[src/rtl/display_pkg.sv]
// rtl/display_pkg.sv - shared types, sizes and helpers for the display scan controller
package display_pkg;

    typedef enum logic [1:0] {
        IDLE  = 2'd0,
        BLANK = 2'd1,
        SHOW  = 2'd2
    } scan_state_t;

    localparam int NUM_DIGITS = 4;
    localparam int SEG_W      = 8;
    localparam int SEL_W      = 2;

    // Digit index to one-hot enable
    function automatic logic [NUM_DIGITS-1:0] onehot4(input logic [SEL_W-1:0] idx);
        onehot4 = 4'b0001 << idx;
    endfunction

endpackage

[src/rtl/digit_bank.sv]
// rtl/digit_bank.sv - staging and active segment banks with frame-synchronous copy
module digit_bank
    import display_pkg::*;
(
    input  logic             clk,
    input  logic             rst,
    input  logic             wr_en,
    input  logic [SEL_W-1:0] wr_addr,
    input  logic [SEG_W-1:0] wr_data,
    input  logic             commit,
    input  logic [SEL_W-1:0] rd_idx,
    output logic [SEG_W-1:0] rd_data
);

    logic [SEG_W-1:0] staging [NUM_DIGITS];
    logic [SEG_W-1:0] active  [NUM_DIGITS];

    // Host writes land in staging only
    always_ff @(posedge clk or posedge rst) begin
        if (rst) begin
            for (int i = 0; i < NUM_DIGITS; i++) staging[i] <= '0;
        end else if (wr_en) begin
            staging[wr_addr] <= wr_data;
        end
    end

    // Commit copies the pre-edge staging contents, so a same-cycle write waits for the next commit
    always_ff @(posedge clk or posedge rst) begin
        if (rst) begin
            for (int i = 0; i < NUM_DIGITS; i++) active[i] <= '0;
        end else if (commit) begin
            for (int i = 0; i < NUM_DIGITS; i++) active[i] <= staging[i];
        end
    end

    assign rd_data = active[rd_idx];

endmodule

[src/rtl/display_scan_controller.sv]
// rtl/display_scan_controller.sv - four-digit blanked scan FSM with tear-free bank commit
module display_scan_controller
    import display_pkg::*;
#(
    parameter int DWELL_CYCLES = 1000,
    parameter int BLANK_CYCLES = 10,
    parameter int CNT_W        = 16
) (
    input  logic                  Up_clk,
    input  logic                  Up_reset,
    input  logic                  Scan_en,
    input  logic                  Wr_en,
    input  logic [SEL_W-1:0]      Wr_addr,
    input  logic [SEG_W-1:0]      Wr_data,
    input  logic                  Commit_req,
    output logic                  Commit_ack,
    input  logic [NUM_DIGITS-1:0] Blank_mask,
    output logic [SEL_W-1:0]      Choose_light,
    output logic [NUM_DIGITS-1:0] Digit_en,
    output logic [SEG_W-1:0]      Digital_light,
    output logic                  Frame_done
);

    localparam logic [CNT_W-1:0] DWELL_LAST = CNT_W'(DWELL_CYCLES - 1);
    localparam logic [CNT_W-1:0] BLANK_LAST = CNT_W'(BLANK_CYCLES - 1);
    localparam logic [SEL_W-1:0] LAST_DIGIT = SEL_W'(NUM_DIGITS - 1);

    scan_state_t      state;
    logic [SEL_W-1:0] idx;
    logic [CNT_W-1:0] cnt;
    logic             pending;
    logic             boundary;
    logic             commit_now;
    logic [SEG_W-1:0] active_seg;

    digit_bank u_bank (
        .clk     (Up_clk),
        .rst     (Up_reset),
        .wr_en   (Wr_en),
        .wr_addr (Wr_addr),
        .wr_data (Wr_data),
        .commit  (commit_now),
        .rd_idx  (idx),
        .rd_data (active_seg)
    );

    // Frame boundary is the edge leaving the last digit's SHOW; an idle controller commits at once
    always_comb begin
        boundary   = (state == SHOW) && Scan_en && (idx == LAST_DIGIT) && (cnt == DWELL_LAST);
        commit_now = ((state == IDLE) && pending) || (boundary && (pending || Commit_req));
    end

    // Scan sequencing, commit bookkeeping and registered outputs
    always_ff @(posedge Up_clk or posedge Up_reset) begin
        if (Up_reset) begin
            state         <= IDLE;
            idx           <= '0;
            cnt           <= '0;
            pending       <= 1'b0;
            Commit_ack    <= 1'b0;
            Frame_done    <= 1'b0;
            Choose_light  <= '0;
            Digit_en      <= '0;
            Digital_light <= '0;
        end else begin
            Commit_ack <= commit_now;
            Frame_done <= 1'b0;
            pending    <= commit_now ? 1'b0 : (pending | Commit_req);

            if (state != IDLE && !Scan_en) begin
                state         <= IDLE;
                idx           <= '0;
                cnt           <= '0;
                Choose_light  <= '0;
                Digit_en      <= '0;
                Digital_light <= '0;
            end else begin
                case (state)
                    IDLE: begin
                        Choose_light  <= '0;
                        Digit_en      <= '0;
                        Digital_light <= '0;
                        if (Scan_en) begin
                            state <= BLANK;
                            idx   <= '0;
                            cnt   <= '0;
                        end
                    end
                    BLANK: begin
                        Choose_light <= idx;
                        if (cnt == BLANK_LAST) begin
                            state         <= SHOW;
                            cnt           <= '0;
                            Digit_en      <= Blank_mask[idx] ? '0 : onehot4(idx);
                            Digital_light <= Blank_mask[idx] ? '0 : active_seg;
                        end else begin
                            cnt           <= cnt + 1'b1;
                            Digit_en      <= '0;
                            Digital_light <= '0;
                        end
                    end
                    SHOW: begin
                        if (cnt == DWELL_LAST) begin
                            state         <= BLANK;
                            idx           <= idx + 1'b1;
                            cnt           <= '0;
                            Choose_light  <= idx + 1'b1;
                            Digit_en      <= '0;
                            Digital_light <= '0;
                            Frame_done    <= (idx == LAST_DIGIT);
                        end else begin
                            cnt           <= cnt + 1'b1;
                            Choose_light  <= idx;
                            Digit_en      <= Blank_mask[idx] ? '0 : onehot4(idx);
                            Digital_light <= Blank_mask[idx] ? '0 : active_seg;
                        end
                    end
                    default: begin
                        state         <= IDLE;
                        idx           <= '0;
                        cnt           <= '0;
                        Choose_light  <= '0;
                        Digit_en      <= '0;
                        Digital_light <= '0;
                    end
                endcase
            end
        end
    end

endmodule
[config.mk]
export PLATFORM = sky130hd
export DESIGN_NAME = display_scan_controller
export DESIGN_NICKNAME = d
export VERILOG_FILES = /design/src/rtl/display_pkg.sv /design/src/rtl/digit_bank.sv /design/src/rtl/display_scan_controller.sv
export SDC_FILE = /design/constraint.sdc
export NUM_CORES = 1
export LEC_CHECK = 0
export ABC_AREA = 1
export CORE_AREA = 2 2 94 96
export DETAILED_ROUTE_END_ITERATION = 10
export DIE_AREA = 0 0 96 98
export PLACE_DENSITY = 0.78
export SLEW_MARGIN = 15
export SYNTH_ARGS = -nofsm -noshare
export SYNTH_HDL_FRONTEND = slang
export SYNTH_SLANG_ARGS = --single-unit
[constraint.sdc]
create_clock -name Up_clk -period 4.46 [get_ports Up_clk]
set_input_delay 0.892 -clock Up_clk [delete_from_list [all_inputs] [get_ports Up_clk]]
set_output_delay 0.892 -clock Up_clk [all_outputs]
set_load 0.05 [all_outputs]
---- After elaboration in Yosys (flattened, before gate mapping) ----
Index checks and enable logic that the tools add are counted.
cells by class
  $add $sub $neg .......................... 2
  magnitude comparators ................... 4
  equality and inequality tests ........... 9
  shifts and indexed selects .............. 1
  multiplexer cells ....................... 38
  bitwise logic cells ..................... 3
  reduce and logical (&&, ||, !) cells .... 14
operator list
  kind                     number
  $mux W16                 4
  $mux W8                  7
  $pmux W16 S3             1
  $bwmux W32               1
  $add A16 B1 Y16 const B  1
  $bmux W8 S2              1
  $demux W8 S2             1
  $eq A16 B10 Y1 const B   1
  $eq A16 B4 Y1 const B    1
  $mux W2                  8
  $mux W4                  4
  $pmux W8 S2              1
  $pmux W2 S3              2
  $pmux W4 S2              1
  $logic_and A1 B1 Y1      7
  $ge A3 B3 Y1 const B     2
  $not A2 Y3               2
  $mux W1                  5
  $eq A2 B2 Y1 const B     2
  $pmux W2 S2              1
  $shl A1 B2 Y4 const A    1
  $lt A2 B3 Y1 const B     1
  $lt A3 B1 Y1 const B     1
  $ne A3 B1 Y1 const B     1
  other kinds (13)         14
storage, ports and cells
  register bits after elaboration ......... 101
  bits of input ports ..................... 19
  output and inout bits ................... 16
  word-level logic and storage cells ...... 88

---- Longest topological paths before layout ----
Gate-level depths: netlist of the first run.
  depth after elaboration ................. 8
  depth in mapped cells ................... 11
  mapped depth without buffers ............ 11

---- By module ----
Synthesis of the first run repeated with hierarchy kept, for this count alone.
second synthesis, totals
  cells, all modules ...................... 643
  area total of the unflattened synthesis .. 5096.1 um^2
modules (own cells, without submodules)
  module                   times used  cells each  area each (um^2)  seq. area each (um^2)
  digit_bank               1           339         2905.3            1601.5
  display_scan_controller  1           304         2190.9            925.9

---- Least setup slack after synthesis of the first run ----
No wires, ideal clock.
  path kind ............................... input-to-reg
  from .................................... input port Scan_en
  to ...................................... register u_bank.active[15] (netlist name)
  setup time .............................. 0.116 ns
  data arrival time ....................... 1.778 ns
  data required time ...................... 4.344 ns
  setup slack ............................. 2.565 ns
  stages on the path ...................... 9
  path buffers ............................ 2
  cells stage by stage .................... buf_2 -> inv_1 -> nor3_1 -> nand4_1 -> nand2_2 -> inv_2 -> buf_2 -> nand2_1 -> nand2_1
on the way
  cells in the longest elaborated chain, start to end .. 5
RTL lines
  item                              RTL line                       text
  start, declared                   display_scan_controller.sv:11  input logic Scan_en,
  $logic_and A1 B1 Y1 (3 in a row)  display_scan_controller.sv:49  boundary = (state == SHOW) && Scan_en && (idx == LAST_DIGIT) && (cnt == DWELL_LAST);
  $logic_and A1 B1 Y1               display_scan_controller.sv:50  commit_now = ((state == IDLE) && pending) || (boundary && (pending || Commit_req));
  $logic_or A1 B1 Y1                display_scan_controller.sv:50
  end, declared                     digit_bank.sv:16               logic [SEG_W-1:0] active [NUM_DIGITS];
No other way between the ends.
A chain may end at the register's enable or synchronous reset.

---- Worst setup path in the final report of the first run ----
  from .................................... input port Scan_en
  to ...................................... register u_bank.active[27] (netlist name)
The elaborated chain is that of the path after synthesis.

==> results of run 1 <==
-- power groups by stage --
stage          clock network [mW]  logic, mW  registers (mW)
2_1_floorplan                   0      0.496            1.21
3_3_place_gp                    0      0.616            1.21
3_5_place_dp                    0      0.643            1.22
4_1_cts                     0.576      0.645            1.20
5_1_grt                     0.613      0.742            1.22
6_report                    0.558      0.642            1.20
-- layout make-up --
| cell class | count | area [um^2] |
|---|---|---|
| fill | 725 | 3110 |
| sequential | 101 | 2530 |
| multi-input combinational | 402 | 1860 |
| timing repair buffer | 38 | 370 |
| inverter | 70 | 273 |
| tap | 108 | 135 |
| clock buffer | 9 | 124 |
| clock inverter | 7 | 66.3 |
-- cell families (layout without fill, tap and decap cells) --
kind of cell	Yosys count	after routing
xor gates and xnor gates	4	4
adders and majority gates	10	10
buffers and inverters	92	124
DFF	101	101
and+or+nand+nor	289	289
AOI/OAI and AO/OA	99	99
-- worst register-to-register path, cell delays in order, from the launching register on --
cell     delay (ps)
dfrtp_1         830
ha_1            270
inv_1            80
nor3_1          200
nand4_1         130
nand2_2          70
buf_4           370
inv_2           250
nand2_1         120
nand2_1          50
-- registers in the layout, summed over array words and instances (netlist names) --
name            flops
pending             1
u_bank.staging     32
u_bank.active      32
Frame_done          1
state               2
Choose_light        2
Digital_light       8
cnt                16
Digit_en            4
Commit_ack          1
idx                 2
-- through the flow --
step / total power, mW / cells / utilization / worst slack, ps
floorplan: 1.71 / 595 / - / 921
detailed placement: 1.86 / 719 / 0.610 / 1200
global placement: 1.83 / 719 / 0.610 / 1310
finish: 2.40 / 735 / 0.633 / 1560
CTS: 2.42 / 735 / 0.632 / 1620
global route: 2.58 / 735 / 0.633 / 1390
-- worst max-delay path by stage --
stage / cells past startpoint / to / from / slack (ps)
after floorplan: 1 / Choose_light[0] / Up_reset / 920
after global placement: 9 / u_bank.active[29] / Scan_en / 1310
after detailed placement: 9 / u_bank.active[15] / Scan_en / 1200
after CTS: 9 / u_bank.active[27] / Scan_en / 1620
after global routing: 9 / u_bank.active[6] / Scan_en / 1390
final: 9 / u_bank.active[27] / Scan_en / 1560
-- placed cells by master (no fill, tap or decap) --
| cell type | count |
|---|---|
| clkinv_8 | 1 |
| inv_6 | 4 |
| buf_4 | 4 |
| nor2_1 | 43 |
| clkinvlp_4 | 1 |
| clkinv_4 | 1 |
| inv_1 | 64 |
| nor2_2 | 3 |
| nand3_1 | 19 |
| clkinv_1 | 1 |
| clkdlybuf4s50_1 | 34 |
| nor3_1 | 3 |
| dfrtp_1 | 101 |
| o22ai_1 | 1 |
| nand3_2 | 1 |
| nand2_2 | 5 |
| xor2_1 | 4 |
| ha_1 | 10 |
| nand2_1 | 190 |
| or2_2 | 1 |
| nand4_1 | 24 |
| a21oi_1 | 25 |
| o21ai_1 | 1 |
| inv_2 | 3 |
| clkinv_2 | 1 |
| inv_8 | 1 |
| o211ai_1 | 1 |
| o21ai_0 | 71 |
| clkbuf_8 | 9 |
-- per-layer routing --
metal	share of wire	global-route usage	up-vias
met5	0	0	-
met4	0.021	0.0846	0
met3	0.046	0.0448	17
met2	0.49	0.376	113
met1	0.44	0.326	1872
li1	-	-	1944
==> flow_summary.json, run 1 <==
{
  "r2r_cells": 9,
  "path_buf_inv": 4,
  "min_delay_path_depth": 2,
  "finalSetupViolations": 0,
  "critPathArrivalTime_ps": 3170,
  "synth_fa_ha_area_frac": 0.0262,
  "synth_top_family_by_area": "simple AND/OR/NAND/NOR gates",
  "hold_viol_final": 0,
  "ant_nets": 0,
  "viasPerCell": 5.37,
  "pwr-share-comb": 0.267,
  "dpl_cell_area_um2": 5160,
  "gp_congestion": 0.895,
  "yosys_warnings": 0,
  "synthTopCellsByCount": "nand2_1, dfrtp_1, o21ai_0",
  "synthArstFlopShare": 1.00,
  "nNetsFinal": 651,
  "cts_root_buf": "clkbuf_8",
  "seq_power_share": 0.501,
  "cp-end-kind": "register",
  "synth_seq_cells": 101,
  "path_max_fanout": 50,
  "finalWirelength_um": 10100,
  "fin_tns_setup_ps": 0,
  "area_growth_pct": 12.2,
  "start_util": 0.564,
  "portBuffers": 34,
  "synth_compound_area_frac": 0.105,
  "post_cts_resized": 0,
  "syn-mean-instance-area_um2": 8.03,
  "synth_top_area_frac": 0.529,
  "design_area_um2": 5360,
  "die_height_um": 98,
  "min_path_type": "register to register",
  "antenna_found_initial": 0,
  "grt_pass1_vias": 3777,
  "leakagePower_nw": 2.67,
  "synth_most_common_cell": "nand2_1",
  "synth_cells": 595,
  "synth_edf_count": 0,
  "cts_buffers": 9,
  "p_int_mw": 1.51,
  "via_count": 3946,
  "finClkSkew_ps": 15.9,
  "whs_endpoint": "u_bank.active[3]",
  "ios": 35,
  "hp-start": "u_bank.active[3]",
  "start_kind": "primary input",
  "status": "finished clean",
  "cp_cell_sequence": "clkdlybuf4s50_1 > inv_1 > nor3_1 > nand4_1 > nand2_2 > buf_4 > inv_2 > nand2_1 > nand2_1",
  "max_freq_mhz": 344,
  "hold_buffers": 0,
  "rsz0062_at_grt": "no",
  "grt_pass1_wl_um": 17600,
  "syn_nets": 624,
  "cts.path.max_buffers": 2,
  "grt_use_total": 0.237,
  "crit_path_frequent_cell": "nand2_1",
  "htree_levels": 3,
  "drive_gt1_frac": 0.0558,
  "grt-ovfl-total": 0,
  "fin_crit_ps": 2900,
  "synth.distinct_cells": 27,
  "p_sw_mw": 0.893,
  "maxCapViolCount": 0,
  "cp_top_family": "buffers and inverters",
  "required_ps": 4730,
  "slew_headroom": 0.472,
  "clk_latency_ps": 380,
  "critical_path_class": "primary input to register",
  "ys_seq_area_frac": 0.529,
  "yosys.area_share.simple": 0.252,
  "synth_flop_cell": "dfrtp_1",
  "crit_slowest_cell": "clkdlybuf4s50_1",
  "die_w_um": 96,
  "slew_violations": 0,
  "drcViolationCount": 0,
  "drt_iter0_markers": 253,
  "first_pass_iters": 5,
  "worst_pin_slew_ps": 792,
  "cellPowerDensity_nw_per_um2": 449,
  "yosys.area.top_type": "dfrtp_1",
  "placementRows": 34,
  "dp_hpwl_um": 7110,
  "ff2ff_setup_slack_ps": 2000,
  "wl_per_cell_um": 13.7,
  "max-vdd-ir-drop_mv": 0.320,
  "cts_tree": "done",
  "max_stage_delay_ps": 910,
  "dieArea_um2": 9410,
  "timing.final.crit_share": 0.651,
  "hold_ws_ps": 483,
  "antenna_cells": 0,
  "grt_max_degree": 91,
  "cts_num_sinks": 101,
  "clkSlewWorstSetupHoldPaths_ps": 110,
  "post-cts-setup-buffer-count": 0,
  "r2r-start": "idx[0]",
  "switching_share": 0.371,
  "synth-xor-area-share": 0.00734,
  "synth_area_um2": 4780,
  "synth_area_leaders": "dfrtp_1, nand2_1, o21ai_0",
  "core_area_um2": 8470,
  "clockPowerShare": 0.232,
  "reg2reg_to": "u_bank.active[27]",
  "synthMuxAreaShare": 0
}
Note: power is estimated with default switching activity, not from simulation.
==> inputs of run 2 (changes only) <==
clock period = 3.05 ns   (was 4.46 ns; I/O delays follow)
==> run 2 against run 1 <==
Net effect: first-iteration DRC count shrank 0.79%; sequential power rose by 46%; largest cell class unchanged; clock skew down 6.0 ps; critical path type is now register to register; highest routed layer unchanged.
==> flow_summary.json, run 2 (synthesis gave the netlist of run 1 again) <==
{
  "status": "finished clean",
  "finClkSkew_ps": 9.83,
  "dp_hpwl_um": 6970,
  "start_kind": "register",
  "cellPowerDensity_nw_per_um2": 656,
  "finalNonFillerCells": 739,
  "timing.final.crit_share": 0.734,
  "cts_tree": "done",
  "area_growth_pct": 13.0,
  "leakagePower_nw": 2.69,
  "slew_violations": 0,
  "cts_buffers": 9,
  "multi_input_area_um2": 1860,
  "dp_slack_ps": 538,
  "placementRows": 34,
  "antenna_cells": 0,
  "reg2reg_to": "u_bank.active[29]",
  "post_cts_resized": 0,
  "grt_max_degree": 102,
  "cts_num_sinks": 101,
  "start_util": 0.564,
  "first_pass_iters": 5,
  "hold_buffers": 0,
  "layout_setup_ws_ps": 810,
  "nNetsFinal": 655,
  "fin_crit_ps": 2240,
  "gp_congestion": 0.936,
  "drive_gt1_frac": 0.0618,
  "critical_path_class": "register to register",
  "cts.path.max_buffers": 2,
  "critPathLaunch": "state[0]",
  "worst_pin_slew_ps": 1070,
  "r2r-start": "state[0]",
  "slew_headroom": 0.286,
  "htree_levels": 3,
  "r2r_cells": 9,
  "worstSetupEndpoint": "u_bank.active[29]",
  "maxCapViolCount": 0,
  "viasPerCell": 5.32,
  "die_height_um": 98,
  "fin_tns_setup_ps": 0,
  "top_regs": "u_bank.active (32), u_bank.staging (32), cnt (16)",
  "max_freq_mhz": 446,
  "min_path_type": "register to register",
  "core_area_um2": 8470,
  "ff2ff_setup_slack_ps": 810,
  "final_common_cell": "nand2_1",
  "finalSetupViolations": 0,
  "clk_latency_ps": 370,
  "rsz0062_at_grt": "no",
  "wl_per_cell_um": 13.7,
  "power.total_mw": 3.54,
  "n_fill_cell": 727,
  "max-vdd-ir-drop_mv": 0.345,
  "dieArea_um2": 9410,
  "seqCellArea_um2": 2530,
  "dp_cells": 723,
  "clkSlewWorstSetupHoldPaths_ps": 110,
  "drcViolationCount": 0,
  "grt_pass1_wl_um": 17200,
  "grt_pass1_vias": 3674,
  "path_max_fanout": 29,
  "dpl_cell_area_um2": 5210,
  "grt_use_total": 0.230,
  "hold_viol_final": 0,
  "portBuffers": 34,
  "required_ps": 3320,
  "post-cts-setup-buffer-count": 0,
  "cts_root_buf": "clkbuf_8",
  "ios": 35,
  "ant_nets": 0,
  "grt-ovfl-total": 0,
  "final_cell_mix": "nand2_1, dfrtp_1, o21ai_0",
  "critPathArrivalTime_ps": 2510,
  "die_w_um": 96,
  "drt_iter0_markers": 251,
  "design_area_um2": 5400,
  "via_count": 3929,
  "finalWirelength_um": 10100,
  "antenna_found_initial": 0,
  "cp-end-kind": "register"
}
## run 2: cell count changes in the layout (fill, tap and decap cells not counted), sizes merged
cell      change
clkinvlp      +1
buf           +4
clkinv        -1
## run 2: worst min-delay path by stage
stage,cells past startpoint,to,slack (ps),start
floorplan,2,u_bank.active[0],440,u_bank.active[0]
global placement,2,u_bank.active[0],450,u_bank.active[0]
detailed placement,2,u_bank.active[6],450,u_bank.active[6]
CTS,2,u_bank.active[6],480,u_bank.active[6]
global route,2,u_bank.active[6],500,u_bank.active[6]
finish,2,u_bank.active[4],480,u_bank.active[4]
## run 2: worst max-delay path, cell delays in order, from the launching register on
cell and delay [ps]:
dfrtp_1 440, inv_1 110, ha_1 270, inv_1 120
nor3_1 200, nand4_1 150, nand2_2 390, inv_2 250
nand2_1 140, nand2_1 50
## run 2: layer usage
layer | GRT usage | share of wire | up-vias
met5 | 0 | 0 | -
met4 | 0.0758 | 0.010 | 0
met3 | 0.0401 | 0.041 | 9
met2 | 0.367 | 0.49 | 89
met1 | 0.320 | 0.46 | 1872
li1 | - | - | 1959
## run 2: cell type report
class / instances / share of cell area
Inverter: 70 / 0.0503
Timing Repair Buffer: 42 / 0.0765
Tap cell: 108 / 0.0250
Clock buffer: 9 / 0.0230
Sequential cell: 101 / 0.468
Clock inverter: 7 / 0.0118
Multi-Input combinational cell: 402 / 0.345
## run 2: power breakdown
group / internal (mW) / total [mW] / switching (mW)
Clock: 0.318 / 0.817 / 0.498
Sequential: 1.62 / 1.75 / 0.135
Combinational: 0.290 / 0.972 / 0.681
## run 2: metrics by stage
step | util | hold WS, ps
final | 0.637 | 479
after floorplan | - | 437
after global placement | 0.615 | 450
after CTS | 0.637 | 481
after detailed placement | 0.615 | 454
after global routing | 0.637 | 500
